[src/rtl/dd_fx3_pkg.sv]
// Shared types and limits for the FX3 transfer controller.
// Latency: n/a (declarations only).
// Backpressure: n/a.
package dd_fx3_pkg;

    typedef enum logic [1:0] {
        IDLE  = 2'd0,
        ARMED = 2'd1,
        BURST = 2'd2,
        DONE  = 2'd3
    } xferState_t;

    localparam int DEFAULT_BURST_WORDS = 8192;
    localparam int MAX_READ_LATENCY    = 4;

endpackage

[src/rtl/fx3_transfer_controller_read_delay.sv]
// Delays the FX3 read strobe so the data generator qualifies the word FX3 actually samples.
// Latency: READ_LATENCY fx3Clk cycles, output taken straight from the last flop.
// Backpressure: none; free-running shift register that keeps shifting in every state.
module fx3ReadDelay
    import dd_fx3_pkg::*;
#(
    parameter int READ_LATENCY = 2
) (
    input  logic fx3Clk,
    input  logic nReset,
    input  logic readData,
    output logic fx3isReading
);

    logic [READ_LATENCY-1:0] pipe_q;
    logic [READ_LATENCY-1:0] pipe_d;

    // Shift the strobe one stage per cycle; stage 0 captures the live strobe.
    always_comb begin
        pipe_d    = pipe_q;
        pipe_d[0] = readData;
        for (int i = 1; i < READ_LATENCY; i++) begin
            pipe_d[i] = pipe_q[i-1];
        end
    end

    // Pipeline registers, cleared asynchronously so a reset mid-burst drops the qualifier at once.
    always_ff @(posedge fx3Clk or negedge nReset) begin
        if (!nReset) begin
            pipe_q <= '0;
        end else begin
            pipe_q <= pipe_d;
        end
    end

    assign fx3isReading = pipe_q[READ_LATENCY-1];

endmodule

[src/rtl/fx3_transfer_controller.sv]
// Moves exactly one BURST_WORDS burst from the show-ahead sample FIFO per FX3 read handshake.
// Latency: fifoRdReq is combinational (0 cycles) from readData; dataAvailable is registered (1 cycle).
// Backpressure: FX3 paces the burst with readData; an empty FIFO mid-burst only flags underrun. Optional stats: FX3_XFER_STATS_EN.
module fx3_transfer_controller
    import dd_fx3_pkg::*;
#(
    parameter int BURST_WORDS  = DEFAULT_BURST_WORDS,
    parameter int USEDW_WIDTH  = 14,
    parameter int READ_LATENCY = 2
) (
    input  logic                   fx3Clk,
    input  logic                   nReset,
    input  logic                   collectData,
    input  logic                   readData,
    input  logic [USEDW_WIDTH-1:0] fifoUsedw,
    input  logic                   fifoEmpty,
    output logic                   fifoRdReq,
    output logic                   dataAvailable,
    output logic                   fx3isReading,
    output logic                   underrunError,
    output logic                   overrunError
`ifdef FX3_XFER_STATS_EN
    ,
    output logic [31:0]            burstCount,
    output logic [31:0]            stallCycles
`endif
);

    localparam int                   CNT_W     = $clog2(BURST_WORDS) + 1;
    localparam logic [CNT_W-1:0]     BURST_CNT = CNT_W'(BURST_WORDS);
    localparam logic [CNT_W-1:0]     ONE_CNT   = CNT_W'(1);
    localparam logic [USEDW_WIDTH:0] BURST_LVL = (USEDW_WIDTH + 1)'(BURST_WORDS);

    xferState_t       state_q, state_d;
    logic [CNT_W-1:0] cnt_q, cnt_d;
    logic             avail_q, avail_d;
    logic             under_q, under_d;
    logic             over_q, over_d;
    logic             burst_ready;

    assign burst_ready = ({1'b0, fifoUsedw} >= BURST_LVL);

    // Next-state, word counting and error capture. The ARMED cycle that accepts the
    // handshake already carries the first word (show-ahead FIFO), so it is counted and popped.
    always_comb begin
        state_d   = state_q;
        cnt_d     = cnt_q;
        avail_d   = 1'b0;
        under_d   = under_q;
        over_d    = over_q;
        fifoRdReq = 1'b0;
        case (state_q)
            IDLE: begin
                if (collectData) begin
                    state_d = ARMED;
                end
            end
            ARMED: begin
                avail_d = burst_ready;
                if (readData && avail_q && collectData) begin
                    fifoRdReq = ~fifoEmpty;
                    if (fifoEmpty) begin
                        under_d = 1'b1;
                    end
                    if (ONE_CNT == BURST_CNT) begin
                        cnt_d   = '0;
                        state_d = DONE;
                    end else begin
                        cnt_d   = ONE_CNT;
                        state_d = BURST;
                    end
                end
            end
            BURST: begin
                fifoRdReq = readData & ~fifoEmpty;
                if (readData) begin
                    if (fifoEmpty) begin
                        under_d = 1'b1;
                    end
                    if (cnt_q + ONE_CNT == BURST_CNT) begin
                        cnt_d   = '0;
                        state_d = DONE;
                    end else begin
                        cnt_d   = cnt_q + ONE_CNT;
                    end
                end
            end
            DONE: begin
                // Any strobe still high here is asking for a word past the burst.
                if (readData) begin
                    over_d = 1'b1;
                end else begin
                    state_d = ARMED;
                end
            end
            default: state_d = IDLE;
        endcase
        // Losing the capture enable flushes everything except the strobe delay line.
        if (!collectData) begin
            state_d = IDLE;
            cnt_d   = '0;
            avail_d = 1'b0;
            under_d = 1'b0;
            over_d  = 1'b0;
        end
    end

    // Control state registers.
    always_ff @(posedge fx3Clk or negedge nReset) begin
        if (!nReset) begin
            state_q <= IDLE;
            cnt_q   <= '0;
            avail_q <= 1'b0;
            under_q <= 1'b0;
            over_q  <= 1'b0;
        end else begin
            state_q <= state_d;
            cnt_q   <= cnt_d;
            avail_q <= avail_d;
            under_q <= under_d;
            over_q  <= over_d;
        end
    end

    assign dataAvailable = avail_q;
    assign underrunError = under_q;
    assign overrunError  = over_q;

    fx3ReadDelay #(
        .READ_LATENCY(READ_LATENCY)
    ) u_read_delay (
        .fx3Clk      (fx3Clk),
        .nReset      (nReset),
        .readData    (readData),
        .fx3isReading(fx3isReading)
    );

`ifdef FX3_XFER_STATS_EN
    logic [31:0] bursts_q;
    logic [31:0] stalls_q;

    // Completed-burst and starved-ARMED counters; both wrap and clear with the capture enable.
    always_ff @(posedge fx3Clk or negedge nReset) begin
        if (!nReset) begin
            bursts_q <= '0;
            stalls_q <= '0;
        end else if (!collectData) begin
            bursts_q <= '0;
            stalls_q <= '0;
        end else begin
            if (state_d == DONE && state_q != DONE) begin
                bursts_q <= bursts_q + 32'd1;
            end
            if (state_q == ARMED && !avail_q) begin
                stalls_q <= stalls_q + 32'd1;
            end
        end
    end

    assign burstCount  = bursts_q;
    assign stallCycles = stalls_q;
`endif

endmodule

[config.mk]
export PLATFORM = sky130hd
export DESIGN_NAME = fx3_transfer_controller
export DESIGN_NICKNAME = d
export VERILOG_FILES = /design/src/rtl/dd_fx3_pkg.sv /design/src/rtl/fx3_transfer_controller_read_delay.sv /design/src/rtl/fx3_transfer_controller.sv
export SDC_FILE = /design/constraint.sdc
export NUM_CORES = 1
export LEC_CHECK = 0
export ABC_AREA = 1
export CORE_MARGIN = 2
export CORE_UTILIZATION = 40
export DETAILED_ROUTE_END_ITERATION = 6
export HOLD_SLACK_MARGIN = 0.15
export PLACE_DENSITY = 0.75
export SKIP_CTS_REPAIR_TIMING = 1
export SLEW_MARGIN = 30
export SYNTH_ARGS = -nofsm -noshare
export SYNTH_HDL_FRONTEND = slang
export SYNTH_SLANG_ARGS = --single-unit
[constraint.sdc]
create_clock -name fx3Clk -period 2.5 [get_ports fx3Clk]
set_input_delay 0.5 -clock fx3Clk [delete_from_list [all_inputs] [get_ports fx3Clk]]
set_output_delay 0.5 -clock fx3Clk [all_outputs]
set_load 0.02 [all_outputs]
==> results.txt, run 1 <==
The final weighted congestion in routability-driven placement is 0.904. In this run the number of H-tree levels came out at 1. The flow ran to the end, and the final reports show no timing, DRC or antenna violations.

The worst-case clock skew is 8.63 ps. In this run the clock root is driven by a sky130_fd_sc_hd__clkbuf_4. The data arrival time at the worst-slack endpoint came out at 1680 ps. The global router's overall resource usage is 0.156. The clock group share of total power came out at 0.196.

The clock tree buffer depth is 2. The static power due to leakage is 0.715 nW. At the end of the flow, the number of nets in the layout was 218.

The worst slew slack as a fraction of its limit came out at 0.781. The worst setup path is captured at an output port. The worst setup path is of the reg2out kind. The number of input and output port buffers inserted came out at 10. The switching power of the nets is 354 µW. The cell row count came out at 21. The share of the Yosys chip area taken by registers is 0.381. 0 antenna diodes ended up in the layout. The number of endpoints failing setup at the final stage came out at 0. The overall routed net length is 2710 µm. The post-synthesis to final-layout area growth is 14.8%.

The height of the chip is 62.7 µm. In the final layout, the share of cells above drive strength 1 is 0.149. The routed length per instance is 11.3 µm.

The data required time of the worst path is 2000 ps. The number of pins with negative max-slew slack in the final report came out at 0. The maximum fanout encountered on the critical timing path is 4. For this configuration, the core starts out at a cell density of 0.414. The DRC violation count after routing is 0. The number of warning messages in the yosys log is 0.

In this run the worst hold path is classified as reg2reg. The mapped netlist covers 1380 µm². The core box area is 3340 µm². In this run, the number of DRC markers left after iteration 0 of detailed routing was 33. The fraction of power spent switching nets came out at 0.395. The detail route stage leaves a number of antenna-violating nets equal to 0. The horizontal extent of the die came out at 62.7 µm. The largest voltage drop on the vdd net is 0.402 mV. For this run, the detailed router's first-pass iteration total came to 4. Counting the buffers created by CTS gives 3. TritonCTS built the clock tree. Of the available clock period, the critical path in the final layout requires 0.871. The final critical delay including setup and external delays came out at 2180 ps. Timing would allow up to 459 MHz. Clock tree synthesis found a total of 21 sinks. The global-route wire length before repair came out at 4880 µm. The floorplan die area came out at 3940 µm². The number of hold-slack violations in the final timing report is 0. The share of total power dissipated in combinational logic is 0.340.

The synthesized instance count came out at 178. Averaged over all synthesized cells, the footprint is 7.75 µm². Setup repair after global routing left no endpoint under its margin. The clock-pin transition on the worst setup and hold timing paths came out at 130 ps. The initial antenna violation count is 0.

The total negative slack for setup checks came out at 0 ps. The cell-internal power is 543 µW. The number of nets produced by synthesis came out at 201. The total overflow reported by the global router is 0. Dividing total power by cell area gives a power density of 566 nW/µm². The post-detailed-placement half-perimeter wirelength came out at 2060 µm. The final route contains 1143 vias. The number of unique standard cell types used by synthesis came out at 30. The number of storage elements in the synthesis netlist is 21. The clock latency reported for the late side of the worst-skew pair came out at 320 ps. The average via count per standard cell is 4.76. After filler insertion, the fill cell instance count of the layout stands at 345. The transition time at the pin with the least slew margin is 328 ps. The sort of element at the start of the critical path is a flop. The via count of the first global-routing pass is 1114. The pin count of the biggest net entering global routing came out at 22. The post-layout worst setup margin is 322 ps.

The max-capacitance violation count is 0. 24 I/O pins were placed. The worst setup timing slack at the placement stage came out at 26.4 ps.

Of the total power, registers draw 0.464.
[placed cells by master, fill, tap and decap left out, types with 2 or more instances in the layout]
master / Yosys / routed
sky130_fd_sc_hd__nand2_1: 52 / 52
sky130_fd_sc_hd__inv_1: 21 / 21
sky130_fd_sc_hd__dfrtp_1: 21 / 21
sky130_fd_sc_hd__nand3_1: 16 / 16
sky130_fd_sc_hd__nor2_1: 14 / 14
sky130_fd_sc_hd__o22ai_1: 9 / 9
sky130_fd_sc_hd__clkdlybuf4s50_1: 0 / 9
sky130_fd_sc_hd__nor2_4: 7 / 7
sky130_fd_sc_hd__nand2_2: 4 / 4
sky130_fd_sc_hd__ha_1: 4 / 4
sky130_fd_sc_hd__buf_4: 0 / 4
sky130_fd_sc_hd__a21oi_1: 3 / 3
sky130_fd_sc_hd__nand2_4: 3 / 3
sky130_fd_sc_hd__clkbuf_4: 0 / 3
sky130_fd_sc_hd__nor2_2: 2 / 2
sky130_fd_sc_hd__nand4_1: 2 / 2
sky130_fd_sc_hd__nand3_2: 2 / 2
sky130_fd_sc_hd__xor2_1: 2 / 2
sky130_fd_sc_hd__o21ai_0: 2 / 2
[sequential cells by signal (all words and copies together) (netlist names)]
name	cells
dataAvailable	1
state_q	2
cnt_q	14
underrunError	1
overrunError	1
u_read_delay.pipe_q	2
[cell usage after synthesis]
| master | instances | area share |
|---|---|---|
| sky130_fd_sc_hd__nor2_1 | 14 | 0.038 |
| sky130_fd_sc_hd__nand4_1 | 2 | 0.0091 |
| sky130_fd_sc_hd__a21oi_4 | 1 | 0.012 |
| sky130_fd_sc_hd__nand2_4 | 3 | 0.024 |
| sky130_fd_sc_hd__inv_2 | 1 | 0.0027 |
| sky130_fd_sc_hd__a21oi_1 | 3 | 0.011 |
| sky130_fd_sc_hd__ha_1 | 4 | 0.036 |
| sky130_fd_sc_hd__nand3b_1 | 1 | 0.0054 |
| sky130_fd_sc_hd__dfrtp_1 | 21 | 0.38 |
| sky130_fd_sc_hd__nand3_4 | 1 | 0.013 |
| sky130_fd_sc_hd__nand2_1 | 52 | 0.14 |
| sky130_fd_sc_hd__nand2_2 | 4 | 0.018 |
| sky130_fd_sc_hd__nand3_1 | 16 | 0.058 |
| sky130_fd_sc_hd__o21ai_1 | 1 | 0.0036 |
| sky130_fd_sc_hd__inv_1 | 21 | 0.057 |
| sky130_fd_sc_hd__a31oi_1 | 1 | 0.0045 |
| sky130_fd_sc_hd__nor2_4 | 7 | 0.057 |
| sky130_fd_sc_hd__buf_6 | 1 | 0.0082 |
| sky130_fd_sc_hd__clkinv_1 | 1 | 0.0027 |
| sky130_fd_sc_hd__xnor2_1 | 1 | 0.0063 |
| sky130_fd_sc_hd__o22ai_1 | 9 | 0.041 |
| sky130_fd_sc_hd__nor2_2 | 2 | 0.0091 |
| sky130_fd_sc_hd__nor4b_1 | 1 | 0.0063 |
| sky130_fd_sc_hd__xor2_1 | 2 | 0.013 |
| sky130_fd_sc_hd__o41ai_1 | 1 | 0.0063 |
| sky130_fd_sc_hd__and2_1 | 1 | 0.0045 |
| sky130_fd_sc_hd__buf_2 | 1 | 0.0036 |
| sky130_fd_sc_hd__o21ai_0 | 2 | 0.0073 |
| sky130_fd_sc_hd__o21bai_1 | 1 | 0.0054 |
| sky130_fd_sc_hd__nand3_2 | 2 | 0.015 |
[area by class of cell]
type / count / area [µm²] / area share
multi-input combinational: 132 / 752 / 0.475
tap: 46 / 57.6 / 0.0363
sequential: 21 / 526 / 0.332
clock inverter: 1 / 7.51 / 0.00474
clock buffer: 3 / 22.5 / 0.0142
inverter: 23 / 86.3 / 0.0545
timing repair buffer: 14 / 133 / 0.0837
[per-layer routing]
metal	share of wire	up-vias	routed length, µm	GRT usage
li1	-	605	-	-
met1	0.50	517	1370	0.206
met2	0.45	16	1230	0.257
met3	0.024	5	65	0.0270
met4	0.016	0	44	0.0583
met5	0	-	0	0
[kinds of logic (layout without fill, tap and decap cells)]
family	count (synthesis)	count (layout)	share of synthesized area
AO/OA/AOI/OAI	19	19	0.0907
XOR/XNOR	3	3	0.0190
adder cells (fa/ha/maj)	4	4	0.0363
buffers and inverters	25	41	0.0743
flip-flops	21	21	0.381
AND/OR/NAND/NOR	106	106	0.399
[path summary, 6_finish.rpt]
check                                        from                      to  slack [ps]  depth (start not counted)
setup / recovery                       state_q[0]               fifoRdReq         320                          4
hold / removal             u_read_delay.pipe_q[0]  u_read_delay.pipe_q[1]         370                          0
setup reg to reg                         cnt_q[0]              state_q[0]         450                         14
hold reg to reg            u_read_delay.pipe_q[0]  u_read_delay.pipe_q[1]         370                          0
max in group asynchronous                  nReset                cnt_q[5]        1780                          2
min in group asynchronous                  nReset  u_read_delay.pipe_q[0]         500                          2
[power by group through the flow]
stage	Combinational, mW	Sequential, mW	Clock (mW)
after detailed placement	0.306	0.423	0
final	0.305	0.416	0.176
after global placement	0.303	0.423	0
after floorplan	0.204	0.423	0
after global routing	0.339	0.423	0.196
after CTS	0.307	0.416	0.182
[through the flow]
step | instances | total power, mW | cell area [µm²] | util | hold WS [ps]
after floorplan | 178 | 0.627 | 1380 | - | 204
after global placement | 236 | 0.725 | 1550 | 0.465 | 335
after detailed placement | 236 | 0.729 | 1550 | 0.465 | 340
after CTS | 240 | 0.905 | 1580 | 0.474 | 372
after global routing | 240 | 0.957 | 1580 | 0.475 | 385
final | 240 | 0.897 | 1580 | 0.475 | 366
[critical path, stage by stage (launching register included)]
cell and delay [ps]:
sky130_fd_sc_hd__dfrtp_1 420, sky130_fd_sc_hd__inv_1 60, sky130_fd_sc_hd__ha_1 300, sky130_fd_sc_hd__nor4b_1 310, sky130_fd_sc_hd__dlymetal6s2s_1 270
Note: power is estimated with default switching activity, not from simulation.
==> run 2: changes to the inputs <==
--- a/config.mk
+++ b/config.mk
@@ -10,7 +10,7 @@
 export CORE_UTILIZATION = 40
 export DETAILED_ROUTE_END_ITERATION = 6
 export HOLD_SLACK_MARGIN = 0.15
-export PLACE_DENSITY = 0.75
+export PLACE_DENSITY = 0.73
 export SKIP_CTS_REPAIR_TIMING = 1
 export SLEW_MARGIN = 30
 export SYNTH_ARGS = -nofsm -noshare
==> results.txt, run 2 (synthesized netlist as in run 1, its figures left out) <==
The signal on the critical path passes through inv_1 -> ha_1 -> nor4b_1 -> dlymetal6s2s_1. The global-route wire length before repair is 4670 µm (-4.2%). The number of cells in the finished layout apart from fillers came out at 240 (unchanged).

The DRC violation count after routing is 0 (unchanged). The height of the chip is 62.7 µm (unchanged). The sequential fraction of design power is 0.467 (+0.003). The final antenna diode count is 0 (unchanged).

The final-layout fill cell count is 341 (-1.2%). The clock tree buffer depth is 2 (unchanged). The number of clock sinks came out at 21 (unchanged). The number of input and output port buffers inserted is 10 (unchanged). The clock group share of total power came out at 0.193 (-0.003).

The post-detailed-placement half-perimeter wirelength came to 1990 µm (-3.6%). The flip-flop count of the largest register after layout came out at 14 (unchanged). The instance area after placement is 1550 µm² (unchanged). The final critical-path share of the clock period is 0.847 (-0.0237). The count of nets left with antenna violations after detail routing came to 0 (unchanged).

The clock latency reported for the late side of the worst-skew pair is 310 ps (about the same). The delay of the slowest critical-path stage is 420 ps (about the same). The worst slew slack as a fraction of its limit was 0.785 (+0.00351).

The area taken by flip-flops and latches was 526 µm² (unchanged). The number of primary I/O pins came out at 24 (unchanged). The number of endpoints failing setup at the final stage is 0 (unchanged). The maximum fanout encountered on the critical timing path came out at 4 (unchanged).

TritonCTS built the clock tree. The run finished with clean final reports. The largest registers in the layout are cnt_q: 14 flops, state_q: 2 flops, u_read_delay.pipe_q: 2 flops.

The most frequent standard cell in the layout excluding fill and tap cells is sky130_fd_sc_hd__nand2_1. The first-pass detailed-route iteration total is 4 (unchanged). The top cell types in the final layout, fill and taps aside, are sky130_fd_sc_hd__nand2_1 (52), sky130_fd_sc_hd__inv_1 (21), sky130_fd_sc_hd__dfrtp_1 (21), sky130_fd_sc_hd__nand3_1 (16), sky130_fd_sc_hd__nor2_1 (14).

The post-layout worst setup margin is 382 ps (+59.2 ps). The data required time of the worst path came out at 2000 ps (about the same). The worst setup timing slack at the placement stage is 68.8 ps (+42.3 ps). The H-tree depth is 1 (unchanged). The critical path class is reg2out. The achievable clock frequency was 472 MHz (+2.8%).

The category of the worst setup path capture point is an output port. The post-synthesis to final-layout area growth came out at 14.6%. The static power due to leakage came out at 0.719 nW (+0.53%).

The total overflow reported by the global router was 0 (unchanged). The pin count of the biggest net entering global routing is 22 (unchanged). The number of pins with negative max-slew slack in the final report is 0 (unchanged). The worst-case clock skew came out at 7.79 ps (-0.832 ps). The average via count per standard cell is 4.84 (+1.7%). The number of nets at the end of the flow is 218 (unchanged). The vias after detailed routing is 1162 (+1.7%). The root buffer cell chosen for the clock tree is sky130_fd_sc_hd__clkbuf_4.

The global router's overall resource usage is 0.151 (-0.00526). The proportion of layout cells with a drive suffix above 1 is 0.149 (unchanged). Setup repair after global routing left no endpoint under its margin. The total negative slack for setup checks came to 0 ps (unchanged). The area taken by multi-input logic gates was 752 µm² (unchanged). The overall routed net length is 2610 µm (-3.8%). The number of hold-slack violations in the final timing report came to 0 (unchanged). The switching power of the nets came out at 348 µW (-1.7%). The transition time at the pin with the least slew margin came out at 323 ps (-5.27 ps).

The core box area is 3340 µm² (unchanged). The routed length per instance came out at 10.9 µm (-3.8%). The largest voltage drop on the vdd net came out at 0.412 mV (+2.4%).

The combinational cell fraction of total power came out at 0.340 (about the same). The fraction of power spent switching nets is 0.391 (-0.00358). The cell row count came out at 21 (unchanged). The register ranked first by flip-flop count is cnt_q. The violation count after the first detailed-route iteration came to 30 (-9.1%). For this design, the slowest cell found on the critical path is sky130_fd_sc_hd__dfrtp_1. The final critical delay including setup and external delays came to 2120 ps (-59.2 ps). The number of buffers inserted during clock tree synthesis came to 3 (unchanged).

The max-capacitance violation count is 0 (unchanged). The horizontal extent of the die came out at 62.7 µm (unchanged). The cell-internal power came out at 542 µW (-0.17%). The final core area utilization came out at 0.474 (-0.000750). The final weighted congestion in routability-driven placement came out at 0.851 (-5.8%). The total power density per cell area is 563 nW/µm² (-0.60%).

The worst hold path belongs to the class reg2reg. The data arrival time at the worst-slack endpoint is 1620 ps (-60 ps). The floorplan die area is 3940 µm² (unchanged). The finished layout cell area was 1580 µm² (-0.16%).

The via count of the first global-routing pass was 1104 (-0.90%). The number of instances in the placed design came to 236 (unchanged). The initial standard-cell utilization of the core is 0.414 (unchanged). The sort of element at the start of the critical path is a flop.

The initial antenna violation count came out at 0 (unchanged). The clock-pin transition on the worst setup and hold timing paths came out at 130 ps (about the same).
==> run 2: power groups by stage <==
stage | clock, mW | sequential, mW | combinational (mW)
3_3_place_gp | 0 | 0.422 | 0.304
2_1_floorplan | 0 | 0.423 | 0.204
3_5_place_dp | 0 | 0.422 | 0.302
5_1_grt | 0.195 | 0.423 | 0.342
4_1_cts | 0.180 | 0.416 | 0.303
6_report | 0.172 | 0.416 | 0.302
==> run 2: stage by stage <==
| step | power [mW] | hold WS (ps) |
|---|---|---|
| after detailed placement | 0.724 | 340 |
| after CTS | 0.899 | 369 |
| after floorplan | 0.627 | 204 |
| after global routing | 0.960 | 384 |
| final | 0.890 | 365 |
| after global placement | 0.726 | 334 |
==> run 2: cell type report <==
type | count | area share
multi-input cells | 132 | 0.475
repair buffers | 14 | 0.0839
well taps | 46 | 0.0364
clock buffers | 3 | 0.0142
clock inverters | 1 | 0.00316
inverters | 23 | 0.0546
flip-flops and latches | 21 | 0.332
==> run 2: per-layer routing <==
layer  routed length [µm]  global-route usage  vias to the layer above
met4                   36              0.0722                        0
met5                    0                   0                        -
li1                     -                   -                      603
met2                 1140               0.237                       17
met1                 1330               0.206                      538
met3                   99              0.0198                        4
==> run 2: final timing paths <==
kind | slack [ps] | startpoint | to | cells after the start
worst max-delay path | 380 | state_q[0] | fifoRdReq | 4
worst min-delay path | 370 | u_read_delay.pipe_q[0] | u_read_delay.pipe_q[1] | 0
worst max register to register | 480 | cnt_q[0] | state_q[1] | 14
worst min register to register | 370 | u_read_delay.pipe_q[0] | u_read_delay.pipe_q[1] | 0
max in group asynchronous | 1770 | nReset | cnt_q[3] | 2
min in group asynchronous | 510 | nReset | cnt_q[10] | 2
==> run 2: critical path, delay by kind of cell (launching register included) <==
| kind | cells | cell delay (ps) |
|---|---|---|
| fa+ha+maj | 1 | 300 |
| buf+inv | 2 | 320 |
| flops | 1 | 420 |
| simple gates | 1 | 260 |
